`config.mk`:
```
export PLATFORM = sky130hd
export DESIGN_NAME = table_scan_display_flat
export DESIGN_NICKNAME = d
export VERILOG_FILES = /design/src/rtl/slon5_generated_pkg.sv /design/src/rtl/table_scan_display_if.sv /design/src/rtl/table_scan_display.sv /design/src/flat_wrapper.sv
export SDC_FILE = /design/constraint.sdc
export NUM_CORES = 1
export LEC_CHECK = 0
export CELL_PAD_IN_SITES_DETAIL_PLACEMENT = 2
export CELL_PAD_IN_SITES_GLOBAL_PLACEMENT = 2
export CORE_MARGIN = 2
export CORE_UTILIZATION = 37
export DETAILED_ROUTE_END_ITERATION = 16
export PLACE_DENSITY_LB_ADDON = 0.05
export RECOVER_POWER = 50
export SYNTH_ARGS = -nofsm -noshare
export SYNTH_HDL_FRONTEND = slang
export SYNTH_SLANG_ARGS = --single-unit
```
`constraint.sdc`:
```
create_clock -name clk -period 5 [get_ports clk]
set_clock_uncertainty 0.1 [all_clocks]
set_input_delay 0.75 -clock clk [delete_from_list [all_inputs] [get_ports clk]]
set_output_delay 0.75 -clock clk [all_outputs]
set_load 0.03 [all_outputs]
```
`src/rtl/slon5_generated_pkg.sv`:
```
// rtl/slon5_generated_pkg.sv - lookup tables shared by the display blocks.
// KTable holds segment patterns with a tag byte above; STable is the alternate set.
package slon5_generated_pkg;

    localparam int TABLE_DEPTH = 16;
    localparam int TABLE_W     = 16;

    localparam logic [TABLE_W-1:0] KTable [TABLE_DEPTH] = '{
        16'hA03F, 16'hA106, 16'hA25B, 16'hA34F, 16'hA466, 16'hA56D, 16'hA67D, 16'hA707,
        16'hA87F, 16'hA96F, 16'hAA77, 16'hAB7C, 16'hAC39, 16'hAD5E, 16'hAE79, 16'hAF71
    };

    localparam logic [TABLE_W-1:0] STable [TABLE_DEPTH] = '{
        16'h5001, 16'h5102, 16'h5204, 16'h5308, 16'h5410, 16'h5520, 16'h5640, 16'h5780,
        16'h58C0, 16'h5960, 16'h5A30, 16'h5B18, 16'h5C0C, 16'h5D06, 16'h5E03, 16'h5F81
    };

endpackage

```
`src/rtl/table_scan_display_if.sv`:
```
// rtl/table_scan_display_if.sv - index write port of the display scanner.
// The controller side is the master; the scanner is the slave.
interface table_scan_display_if #(
    parameter int CH_NUM = 4,
    parameter int IDX_W  = 4,
    localparam int CH_W  = (CH_NUM > 1) ? $clog2(CH_NUM) : 1
);
    logic             wr_valid;
    logic             wr_ready;
    logic [CH_W-1:0]  wr_ch;
    logic [IDX_W-1:0] wr_idx;

    modport master (output wr_valid, output wr_ch, output wr_idx, input wr_ready);
    modport slave  (input wr_valid, input wr_ch, input wr_idx, output wr_ready);
endinterface

```
`src/rtl/table_scan_display.sv`:
```
// rtl/table_scan_display.sv - time-multiplexed multi-digit table lookup scanner.
// Optional TABLE_SWEEP_EN adds sweep_en_i: all indices advance once per frame.
module table_scan_display
    import slon5_generated_pkg::*;
#(
    parameter int CH_NUM       = 4,
    parameter int DOUT_W       = 8,
    parameter int IDX_W        = 4,
    parameter int TICK_DIV     = 50_000,
    parameter int BLANK_CYCLES = 16,
    parameter int TABLE_ID     = 0,
    parameter int DNUM_POL     = 1,
    localparam int CH_W        = (CH_NUM > 1) ? $clog2(CH_NUM) : 1
) (
    input  logic                clk,
    input  logic                rst,
    table_scan_display_if.slave wr,
`ifdef TABLE_SWEEP_EN
    input  logic                sweep_en_i,
`endif
    output logic [DOUT_W-1:0]   dout_o,
    output logic [CH_NUM-1:0]   dnum_o,
    output logic [CH_W-1:0]     ch_o,
    output logic                frame_tick_o
);

    localparam int PC_W     = $clog2(TICK_DIV);
    localparam int TIDX_W   = $clog2(TABLE_DEPTH);
    localparam logic [PC_W-1:0]   PC_LAST    = PC_W'(TICK_DIV - 1);
    localparam logic [PC_W-1:0]   BLANK_LAST = PC_W'((BLANK_CYCLES > 0) ? BLANK_CYCLES - 1 : 0);
    localparam logic [CH_W-1:0]   CH_LAST    = CH_W'(CH_NUM - 1);
    localparam logic [CH_NUM-1:0] DNUM_IDLE  = (DNUM_POL != 0) ? '0 : '1;

    typedef enum logic {S_BLANK, S_SHOW} state_e;
    localparam state_e RESET_STATE = (BLANK_CYCLES == 0) ? S_SHOW : S_BLANK;

    state_e              state_q, state_d;
    logic [PC_W-1:0]     pc_q, pc_d;
    logic [CH_W-1:0]     ch_q, ch_d;
    logic [DOUT_W-1:0]   dout_q, dout_d;
    logic [CH_NUM-1:0]   dnum_q, dnum_d;
    logic                ft_q, ft_d;
    logic [IDX_W-1:0]    idx_q [CH_NUM];
    logic [IDX_W-1:0]    idx_d [CH_NUM];
    logic                step_end;
    logic                wr_fire;
    logic [CH_NUM-1:0]   onehot;

    // Indices beyond the table depth, or an unknown TABLE_ID, read as zero.
    function automatic logic [DOUT_W-1:0] table_word(input logic [IDX_W-1:0] idx);
        logic [TABLE_W-1:0] entry;
        logic [TIDX_W-1:0]  tidx;
        entry = '0;
        tidx  = TIDX_W'(idx);
        if (int'(idx) < TABLE_DEPTH) begin
            if (TABLE_ID == 0)      entry = KTable[tidx];
            else if (TABLE_ID == 1) entry = STable[tidx];
        end
        return DOUT_W'(entry);
    endfunction

    // Never let the digit currently being shown change under the viewer.
    assign wr.wr_ready = !rst && !(state_q == S_SHOW && wr.wr_ch == ch_q);

    always_comb begin
        state_d  = state_q;
        dout_d   = dout_q;
        dnum_d   = dnum_q;
        ch_d     = ch_q;
        idx_d    = idx_q;
        step_end = (pc_q == PC_LAST);
        wr_fire  = wr.wr_valid && wr.wr_ready;
        onehot   = CH_NUM'(1) << ch_q;
        pc_d     = step_end ? '0 : pc_q + PC_W'(1);
        ft_d     = step_end && (ch_q == CH_LAST);
        if (step_end) begin
            ch_d = (ch_q == CH_LAST) ? '0 : ch_q + CH_W'(1);
        end

        case (state_q)
            S_BLANK: begin
                dout_d = '0;
                dnum_d = DNUM_IDLE;
                if (pc_q == BLANK_LAST) state_d = S_SHOW;
            end
            S_SHOW: begin
                dout_d = table_word(idx_q[ch_q]);
                dnum_d = (DNUM_POL != 0) ? onehot : ~onehot;
                if (step_end && BLANK_CYCLES != 0) state_d = S_BLANK;
            end
        endcase

`ifdef TABLE_SWEEP_EN
        if (sweep_en_i && ft_d) begin
            for (int i = 0; i < CH_NUM; i++) idx_d[i] = idx_q[i] + IDX_W'(1);
        end
`endif
        // Applied after the sweep so a coincident write takes precedence.
        if (wr_fire && int'(wr.wr_ch) < CH_NUM) begin
            idx_d[wr.wr_ch] = wr.wr_idx;
        end
    end

    always_ff @(posedge clk) begin
        if (rst) begin
            state_q <= RESET_STATE;
            pc_q    <= '0;
            ch_q    <= '0;
            dout_q  <= '0;
            dnum_q  <= DNUM_IDLE;
            ft_q    <= 1'b0;
            for (int i = 0; i < CH_NUM; i++) idx_q[i] <= '0;
        end else begin
            state_q <= state_d;
            pc_q    <= pc_d;
            ch_q    <= ch_d;
            dout_q  <= dout_d;
            dnum_q  <= dnum_d;
            ft_q    <= ft_d;
            for (int i = 0; i < CH_NUM; i++) idx_q[i] <= idx_d[i];
        end
    end

    assign dout_o       = dout_q;
    assign dnum_o       = dnum_q;
    assign ch_o         = ch_q;
    assign frame_tick_o = ft_q;

endmodule

```
`src/flat_wrapper.sv`:
```
// flat-port wrapper written by rule: the top's interface ports become plain ports
module table_scan_display_flat import slon5_generated_pkg::*;
#(
    parameter int CH_NUM       = 4,
    parameter int DOUT_W       = 8,
    parameter int IDX_W        = 4,
    parameter int TICK_DIV     = 50_000,
    parameter int BLANK_CYCLES = 16,
    parameter int TABLE_ID     = 0,
    parameter int DNUM_POL     = 1,
    localparam int CH_W        = (CH_NUM > 1) ? $clog2(CH_NUM) : 1
)
  (clk, rst, dout_o, dnum_o, ch_o, frame_tick_o, wr_wr_valid, wr_wr_ch, wr_wr_idx, wr_wr_ready);
  table_scan_display_if #(.CH_NUM(CH_NUM), .IDX_W(IDX_W)) wr_i ();
  input  logic clk;
  input  logic rst;
  output logic [DOUT_W-1:0] dout_o;
  output logic [CH_NUM-1:0] dnum_o;
  output logic [CH_W-1:0] ch_o;
  output logic frame_tick_o;
  input wire logic [$bits(wr_i.wr_valid)-1:0] wr_wr_valid;
  input wire logic [$bits(wr_i.wr_ch)-1:0] wr_wr_ch;
  input wire logic [$bits(wr_i.wr_idx)-1:0] wr_wr_idx;
  output wire logic [$bits(wr_i.wr_ready)-1:0] wr_wr_ready;
  assign wr_i.wr_valid = wr_wr_valid;
  assign wr_i.wr_ch = wr_wr_ch;
  assign wr_i.wr_idx = wr_wr_idx;
  assign wr_wr_ready = wr_i.wr_ready;
  table_scan_display #(.CH_NUM(CH_NUM), .DOUT_W(DOUT_W), .IDX_W(IDX_W), .TICK_DIV(TICK_DIV), .BLANK_CYCLES(BLANK_CYCLES), .TABLE_ID(TABLE_ID), .DNUM_POL(DNUM_POL)) u_core (.clk(clk), .rst(rst), .wr(wr_i), .dout_o(dout_o), .dnum_o(dnum_o), .ch_o(ch_o), .frame_tick_o(frame_tick_o));
endmodule
```
== Word-level counts from Yosys, hierarchy flattened ==
Memories as Yosys holds them, arrays and structs flattened.
Cells that the tools add are included.
Operators by class
  add/sub/neg operators: 2
  multiply operators: 0
  div/mod/pow operators: 0
  order comparisons: 4
  equal/unequal tests: 4
  shift operators: 1
  mux-type cells: 14
  bitwise logic cells: 4
  reductions and logical operators: 8
Operators by type and width (number)
  16-bit by 1-bit adder with 16-bit output (second input constant): 1
  16-bit bitwise mux: 1
  16-bit == test (second input constant): 1
  16-bit by 4-bit == test with 1-bit output (second input constant): 1
  8-bit two-way mux: 2
  8-bit one-hot mux with 2 select lines: 1
  4-bit two-way mux: 3
  4-bit binary-select mux with 2-bit select: 1
  4-bit demux with 2-bit select: 1
  4-bit one-hot mux with 2 select lines: 1
  3-bit >= comparator (second input constant): 2
  2-bit NOT with 3-bit output: 2
  5-bit >= comparator (second input constant): 1
  1-bit logical AND: 5
  4-bit NOT with 5-bit output: 1
  1-bit by 2-bit << shifter with 4-bit output (first input constant): 1
  3-bit by 1-bit less-than comparator with 1-bit output (second input constant): 1
  2-bit by 1-bit adder with 2-bit output (second input constant): 1
  2-bit == test: 1
  2-bit == test (second input constant): 1
  1-bit logical NOT: 2
  1-bit two-way mux: 2
  2-bit two-way mux: 1
  1-bit one-hot mux with 2 select lines: 1
  2 further kinds: 2
Storage, ports and cells
  bits in registers: 48
  latch bits: 0
  RAM bits: 0
  ROM bits: 256
  input bits: 9
  output and inout port bits: 16
  logic and storage cells: 48
  memories kept: 1
Memories
  (name not given): depth 16, width 16, rd ports 1, clocked after Yosys merged registers in 0, write ports 0, RTL line table_scan_display.sv:56  | if (TABLE_ID == 0) entry = KTable[tidx];

== Depth between registers and ports, before layout ==
Gate-level depths: netlist of the first run.
  depth in word-level cells: 9
  gate-level depth with buffers: 8
  gate-level depth less buffers: 7

== Worst setup path after synthesis of the first run ==
OpenSTA, ideal clock, no wires.
  path type: input-to-output
  start point: input port rst
  end point: output port wr_wr_ready
  data arrival time: 1.651 ns
  data required time: 4.150 ns
  path slack: 2.499 ns
  stages: 3
  buffers on the path: 2
  path through: clkbuf_1 clkbuf_1 a31oi_1
On the way
  cells in the longest elaborated chain, start to end: 2
Ends and longest elaborated chain
  start: declaration: RTL line flat_wrapper.sv:16  | input logic rst;
  1-bit logical NOT: RTL line table_scan_display.sv:63  | assign wr.wr_ready = !rst && !(state_q == S_SHOW && wr.wr_ch == ch_q);
  1-bit logical AND: RTL line table_scan_display.sv:63
  end: declaration: RTL line flat_wrapper.sv:24  | output wire logic [$bits(wr_i.wr_ready)-1:0] wr_wr_ready;
No other way between the ends.

== Worst setup path after layout of the first run ==
Ends and elaborated chain as after synthesis.

==> results of run 1 <==
## critical path, stage by stage
cell	delay, ns
dlygate4sd3_1	0.54
clkbuf_1	0.84
a31oi_1	0.07
clkdlybuf4s50_1	0.64
## cells by family after synthesis
| kind of cell | synth area share [%] |
|---|---|
| AND/OR/NAND/NOR | 21.51 |
| flip-flops | 43.72 |
| multiplexers | 13.49 |
| AO/OA/AOI/OAI | 6.279 |
| buffers and inverters | 3.488 |
| XOR/XNOR | 6.104 |
| adder cells (fa/ha/maj) | 5.233 |
| other | 0.1743 |
## cells in the mapped netlist, types with 2 or more instances
master	n	area [µm²]
nand4bb_1	2	22.52
clkbuf_1	6	22.52
mux4_2	4	90.09
buf_2	3	15.01
or3_1	3	18.77
nor2b_1	3	18.77
nor3_1	5	25.02
nor2_1	36	135.1
inv_1	6	22.52
a21oi_1	2	10.01
dfxtp_1	47	940.9
xor2_1	11	96.34
nand3_1	6	30.03
nand2b_1	3	18.77
a31oi_1	4	25.02
o21ai_0	4	20.02
nor4_1	2	12.51
xnor2_1	4	35.03
buf_4	2	15.01
and4_1	3	26.28
nand4_1	7	43.79
a221oi_1	4	35.03
ha_1	9	112.6
mux2i_1	20	200.2
and3_1	2	12.51
nand2_1	8	30.03
## flip-flops by register name (all words and copies together) (netlist names)
signal,count
u_core.idx_q,16
u_core.pc_q,16
u_core.dout_o,7
u_core.dnum_o,4
u_core.ch_o,2
u_core.frame_tick_o,1
u_core.state_q,1
## worst min path at each step
stage | startpoint | to | slack (ns)
final | u_core.pc_q[0]$_SDFF_PP0_ | u_core.pc_q[0]$_SDFF_PP0_ | 0.37
after CTS | u_core.pc_q[0]$_SDFF_PP0_ | u_core.pc_q[0]$_SDFF_PP0_ | 0.37
after detailed placement | u_core.pc_q[0]$_SDFF_PP0_ | u_core.pc_q[0]$_SDFF_PP0_ | 0.35
after global routing | u_core.pc_q[0]$_SDFF_PP0_ | u_core.pc_q[0]$_SDFF_PP0_ | 0.42
after floorplan | u_core.pc_q[0]$_SDFF_PP0_ | u_core.pc_q[0]$_SDFF_PP0_ | 0.33
after global placement | u_core.pc_q[0]$_SDFF_PP0_ | u_core.pc_q[0]$_SDFF_PP0_ | 0.34
## report_power, final
part / switching, W / internal [W]
logic: 0.0000229 / 0.0000171
clock network: 0.000129 / 0.0000979
registers: 0.00000337 / 0.000379
total: 0.000155 / 0.000494
## cell type report
class / count / area (µm²) / share of cell area [%]
Clock inverter: 2 / 12.51 / 0.4995
Inverter: 6 / 22.52 / 0.8991
Clock buffer: 6 / 72.57 / 2.897
Timing Repair Buffer: 24 / 234.0 / 9.341
Sequential cell: 47 / 940.9 / 37.56
Tap cell: 72 / 90.09 / 3.596
Multi-Input combinational cell: 156 / 1132 / 45.20
## per-stage QoR
stage               utilization (%)  instance area [µm²]
floorplan                         -                 2152
global placement              43.55                 2427
detailed placement            43.55                 2427
CTS                           45.07                 2512
global route                  44.94                 2505
finish                        44.94                 2505
## routing by layer
metal	up-vias	wire length, µm	GRT usage [%]
met1	832	2523	24.13
met2	27	2594	30.83
met4	0	25	5.085
met5	-	0	0
li1	814	-	-
met3	2	132	4.494
==> impl_metrics.env, run 1 <==
export IMPL_status="finished clean"
export IMPL_die_y_um=80.27
export IMPL_syn_to_final_growth_pct=16.40
export IMPL_yosys_warnings=0
export IMPL_grt_overflow=0
export IMPL_drt_iter0_drc=29
export IMPL_startpoint="rst"
export IMPL_clock_root_buffer="clkbuf_8"
export IMPL_drtAntennaViolNets=0
export IMPL_fin_ws_ns=1.292
export IMPL_core_um2=5574
export IMPL_whs_ns=0.3663
export IMPL_syn_area_um2=2152
export IMPL_setup_viol=0
export IMPL_grt_pass1_vias=1821
export IMPL_irDropWorstVdd_mv=0.1854
export IMPL_synth_area_per_cell_um2=9.782
export IMPL_grt_max_degree=29
export IMPL_tightest_slew_ns=1.135
export IMPL_fp_row_count=27
export IMPL_place_hpwl_um=3882
export IMPL_hold_violations=0
export IMPL_p_leak_nw=0.9430
export IMPL_place_inst=305
export IMPL_slew_headroom_pct=24.33
export IMPL_min_period_ns=3.708
export IMPL_synth_edf_count=0
export IMPL_async_flop_share_pct=0
export IMPL_cts_resized=0
export IMPL_clk_latency_ns=0.30
export IMPL_cp_arrival_ns=2.86
export IMPL_slew_viol_final=0
export IMPL_pin_count=25
export IMPL_syn_nets=238
export IMPL_layout_common_cells="dfxtp_1 (47), nor2_1 (36), mux2i_1 (20)"
export IMPL_dr_pass1_iters=4
export IMPL_synth_cells=220
export IMPL_clk_pin_slew_worst_paths_ns=0.08
export IMPL_drive_gt1_share_pct=7.054
export IMPL_initial_core_util_pct=38.61
export IMPL_cts_tree="yes"
export IMPL_layout_nets=258
export IMPL_postCtsSetupBuffers=0
export IMPL_cp_end_kind="output port"
export IMPL_portBuffers=23
export IMPL_ys_ff_latch=47
export IMPL_cp_max_fo=28
export IMPL_wl_um=5274
export IMPL_cap_violations=0
export IMPL_post_drt_wl_per_cell_um=16.85
export IMPL_gp_congestion=0.8280
export IMPL_cts_hold_buf=0
export IMPL_pre_cts_ws_ns=1.723
export IMPL_hold_class="reg -> reg"
export IMPL_clk_path_buf_depth=2
export IMPL_die_w_um=80.27
export IMPL_antenna_found_initial=0
export IMPL_hold_path_cell_count=1
export IMPL_layout_commonest_cell="dfxtp_1"
export IMPL_fillers=630
export IMPL_via_per_inst=5.351
export IMPL_die_area_um2=6442
export IMPL_worstSetupPathType="in -> out"
export IMPL_ff2ff_path_depth=7
export IMPL_power_density_nw_per_um2=259.1
export IMPL_fmax_mhz=269.7
export IMPL_ys_types=40
export IMPL_h_tree_depth=2
export IMPL_r2r_start="u_core.ch_o[0]$_SDFFE_PP0N_"
export IMPL_fin_setup_tns_ns=0
export IMPL_synth_flop_cell="dfxtp_1"
export IMPL_rsz0062_at_grt="no"
export IMPL_period_share_pct=74.17
export IMPL_grt_use_total_pct=18.60
export IMPL_start_kind="primary input"
export IMPL_finalNonFillerCells=313
export IMPL_cts_sinks=47
export IMPL_antenna_diode_count=0
export IMPL_total_power_w=0.0006490
export IMPL_drc=0
export IMPL_grt_pass1_wl_um=9108
export IMPL_r2r_end="u_core.dout_o[1]$_SDFF_PP0_"
export IMPL_rrSetupSlack_ns=2.67
export IMPL_ys_seq_area_share_pct=43.72
export IMPL_cp_data_required_time_ns=4.15
export IMPL_crit_end="wr_wr_ready"
export IMPL_vias=1675
export IMPL_cts_buffers=5
Power figures use the tool's default switching activity.
==> inputs of run 2 (changes only) <==
--- a/config.mk
+++ b/config.mk
@@ -8,7 +8,7 @@
 export CELL_PAD_IN_SITES_DETAIL_PLACEMENT = 2
 export CELL_PAD_IN_SITES_GLOBAL_PLACEMENT = 2
 export CORE_MARGIN = 2
-export CORE_UTILIZATION = 37
+export CORE_UTILIZATION = 31
 export DETAILED_ROUTE_END_ITERATION = 16
 export PLACE_DENSITY_LB_ADDON = 0.05
 export RECOVER_POWER = 50
==> constraint.sdc (replaced) <==
create_clock -name clk -period 3.22 [get_ports clk]
set_clock_uncertainty 0.1 [all_clocks]
set_input_delay 0.483 -clock clk [delete_from_list [all_inputs] [get_ports clk]]
set_output_delay 0.483 -clock clk [all_outputs]
set_load 0.03 [all_outputs]
==> impl_metrics.env, run 2 (synthesized netlist as in run 1, its figures left out) <==
export IMPL_status="finished clean"
export IMPL_gp_congestion=0.7210
export IMPL_post_drt_wl_per_cell_um=16.45
export IMPL_seq_power_share_pct=56.2
export IMPL_grt_pass1_vias=1775
export IMPL_placed_cell_area_um2=2460
export IMPL_grt_overflow=0
export IMPL_setup_viol=0
export IMPL_period_share_pct=86.79
export IMPL_p_clk_share_pct=37.8
export IMPL_place_hpwl_um=4005
export IMPL_die_w_um=87.32
export IMPL_initial_core_util_pct=31.85
export IMPL_syn_to_final_growth_pct=18.31
export IMPL_grt_max_degree=21
export IMPL_worstSetupPathType="reg -> out"
export IMPL_vias=1684
export IMPL_cp_arrival_ns=2.21
export IMPL_antenna_found_initial=0
export IMPL_cap_violations=0
export IMPL_design_area_um2=2546
export IMPL_die_area_um2=7625
export IMPL_clk_path_buf_depth=2
export IMPL_irDropWorstVdd_mv=0.1331
export IMPL_p_sw_w=0.0002447
export IMPL_drt_iter0_drc=31
export IMPL_layout_commonest_cell="dfxtp_1"
export IMPL_slew_headroom_pct=47.38
export IMPL_portBuffers=23
export IMPL_cp_max_fo=13
export IMPL_tightest_slew_ns=0.7857
export IMPL_hold_violations=0
export IMPL_min_period_ns=2.795
export IMPL_slowest_delay_ns=0.73
export IMPL_cts_hold_buf=0
export IMPL_path_cells="xnor2_1, a31oi_1, clkdlybuf4s50_1"
export IMPL_dr_pass1_iters=4
export IMPL_grt_pass1_wl_um=9177
export IMPL_postCtsSetupBuffers=0
export IMPL_rsz0062_at_grt="no"
export IMPL_cts_tree="yes"
export IMPL_die_y_um=87.32
export IMPL_core_um2=6756
export IMPL_cp_data_required_time_ns=2.64
export IMPL_cp_buffers_inverters=1
export IMPL_hold_class="reg -> reg"
export IMPL_drive_gt1_share_pct=7.787
export IMPL_h_tree_depth=2
export IMPL_slew_viol_final=0
export IMPL_fp_row_count=30
export IMPL_power_share_switching_pct=23.17
export IMPL_layout_nets=261
export IMPL_power_density_nw_per_um2=414.7
export IMPL_cp_top_family="flip-flops"
export IMPL_antenna_diode_count=0
export IMPL_pin_count=25
export IMPL_drc=0
export IMPL_power_frac_comb_pct=6.0
export IMPL_clk_pin_slew_worst_paths_ns=0.09
export IMPL_fin_setup_tns_ns=0
export IMPL_wl_um=5329
export IMPL_p_leak_nw=0.9652
export IMPL_via_per_inst=5.198
export IMPL_start_kind="flip-flop"
export IMPL_fmax_mhz=357.8
export IMPL_drtAntennaViolNets=0
export IMPL_cts_sinks=47
export IMPL_cp_end_kind="output port"
export IMPL_layout_common_cells="dfxtp_1 (47), nor2_1 (36), mux2i_1 (20)"
export IMPL_grt_use_total_pct=15.36
export IMPL_clock_root_buffer="clkbuf_8"
export IMPL_crit_path_top_delay_cell="dfxtp_1"
export IMPL_total_power_w=0.001056
export IMPL_clk_latency_ns=0.30
export IMPL_cts_buffers=5
export IMPL_cts_resized=0
export IMPL_intPower_w=0.0008113
[run 2: cell types whose count changed in the layout (fill, tap and decap cells not counted)]
cell             previous run  this run
a21oi_1                     3         2
a21oi_2                     0         1
a31oi_1                     4         5
a31oi_2                     1         0
buf_4                       0         2
clkbuf_8                    5         7
clkdlybuf4s50_1            10         9
clkinv_2                    1         0
dlygate4sd3_1              13        14
or4_1                       1         2
or4_4                       1         0
[run 2: area by class of cell]
type | instances | area (µm²)
sequential | 47 | 940.9
tap | 80 | 100.1
fill | 748 | 4210
clock buffer | 7 | 96.34
clock inverter | 1 | 7.507
timing repair buffer | 27 | 252.7
multi-input combinational | 156 | 1126
inverter | 6 | 22.52
[run 2: final timing paths]
kind                               start                          end  slack, ns  cells after the start
max          u_core.ch_o[0]$_SDFFE_PP0N_                  wr_wr_ready       0.43                      3
min            u_core.pc_q[0]$_SDFF_PP0_    u_core.pc_q[0]$_SDFF_PP0_       0.37                      1
max reg2reg  u_core.ch_o[0]$_SDFFE_PP0N_  u_core.dout_o[1]$_SDFF_PP0_       0.83                      7
min reg2reg    u_core.pc_q[0]$_SDFF_PP0_    u_core.pc_q[0]$_SDFF_PP0_       0.37                      1
[run 2: power groups by stage]
stage,Sequential [W],Clock [W],Combinational [W]
final,0.000594,0.000399,0.0000629
after CTS,0.000594,0.000418,0.0000658
after floorplan,0.000606,0,0.0000406
after global routing,0.000595,0.000444,0.0000702
after global placement,0.000606,0,0.0000615
after detailed placement,0.000607,0,0.0000658
[run 2: stage by stage]
stage / utilization [%] / instances / hold WS [ns] / setup slack, ns
2_1_floorplan: - / 220 / 0.3261 / 0.9904
3_3_place_gp: 36.41 / 316 / 0.3381 / 0.5574
3_5_place_dp: 36.41 / 316 / 0.3524 / 0.5011
4_1_cts: 37.94 / 324 / 0.3748 / 0.3581
5_1_grt: 37.69 / 324 / 0.3984 / 0.2312
6_report: 37.69 / 324 / 0.3708 / 0.4253
[run 2: metal layers]
layer / vias up / global-route usage [%] / part of all wire (%)
met5: - / 0 / 0
met1: 839 / 20.67 / 49
met4: 0 / 4.196 / 1.1
li1: 819 / - / -
met3: 5 / 3.412 / 2.8
met2: 21 / 24.72 / 47
==> inputs of run 3 (changes only) <==
--- a/config.mk
+++ b/config.mk
@@ -9,6 +9,8 @@
 export CELL_PAD_IN_SITES_GLOBAL_PLACEMENT = 2
 export CORE_MARGIN = 2
 export CORE_UTILIZATION = 31
+export CTS_CLUSTER_DIAMETER = 200
+export CTS_CLUSTER_SIZE = 40
 export DETAILED_ROUTE_END_ITERATION = 16
 export PLACE_DENSITY_LB_ADDON = 0.05
 export RECOVER_POWER = 50
==> results of run 3 <==
Final layout, timing and power as in run 2 (identical DEF).
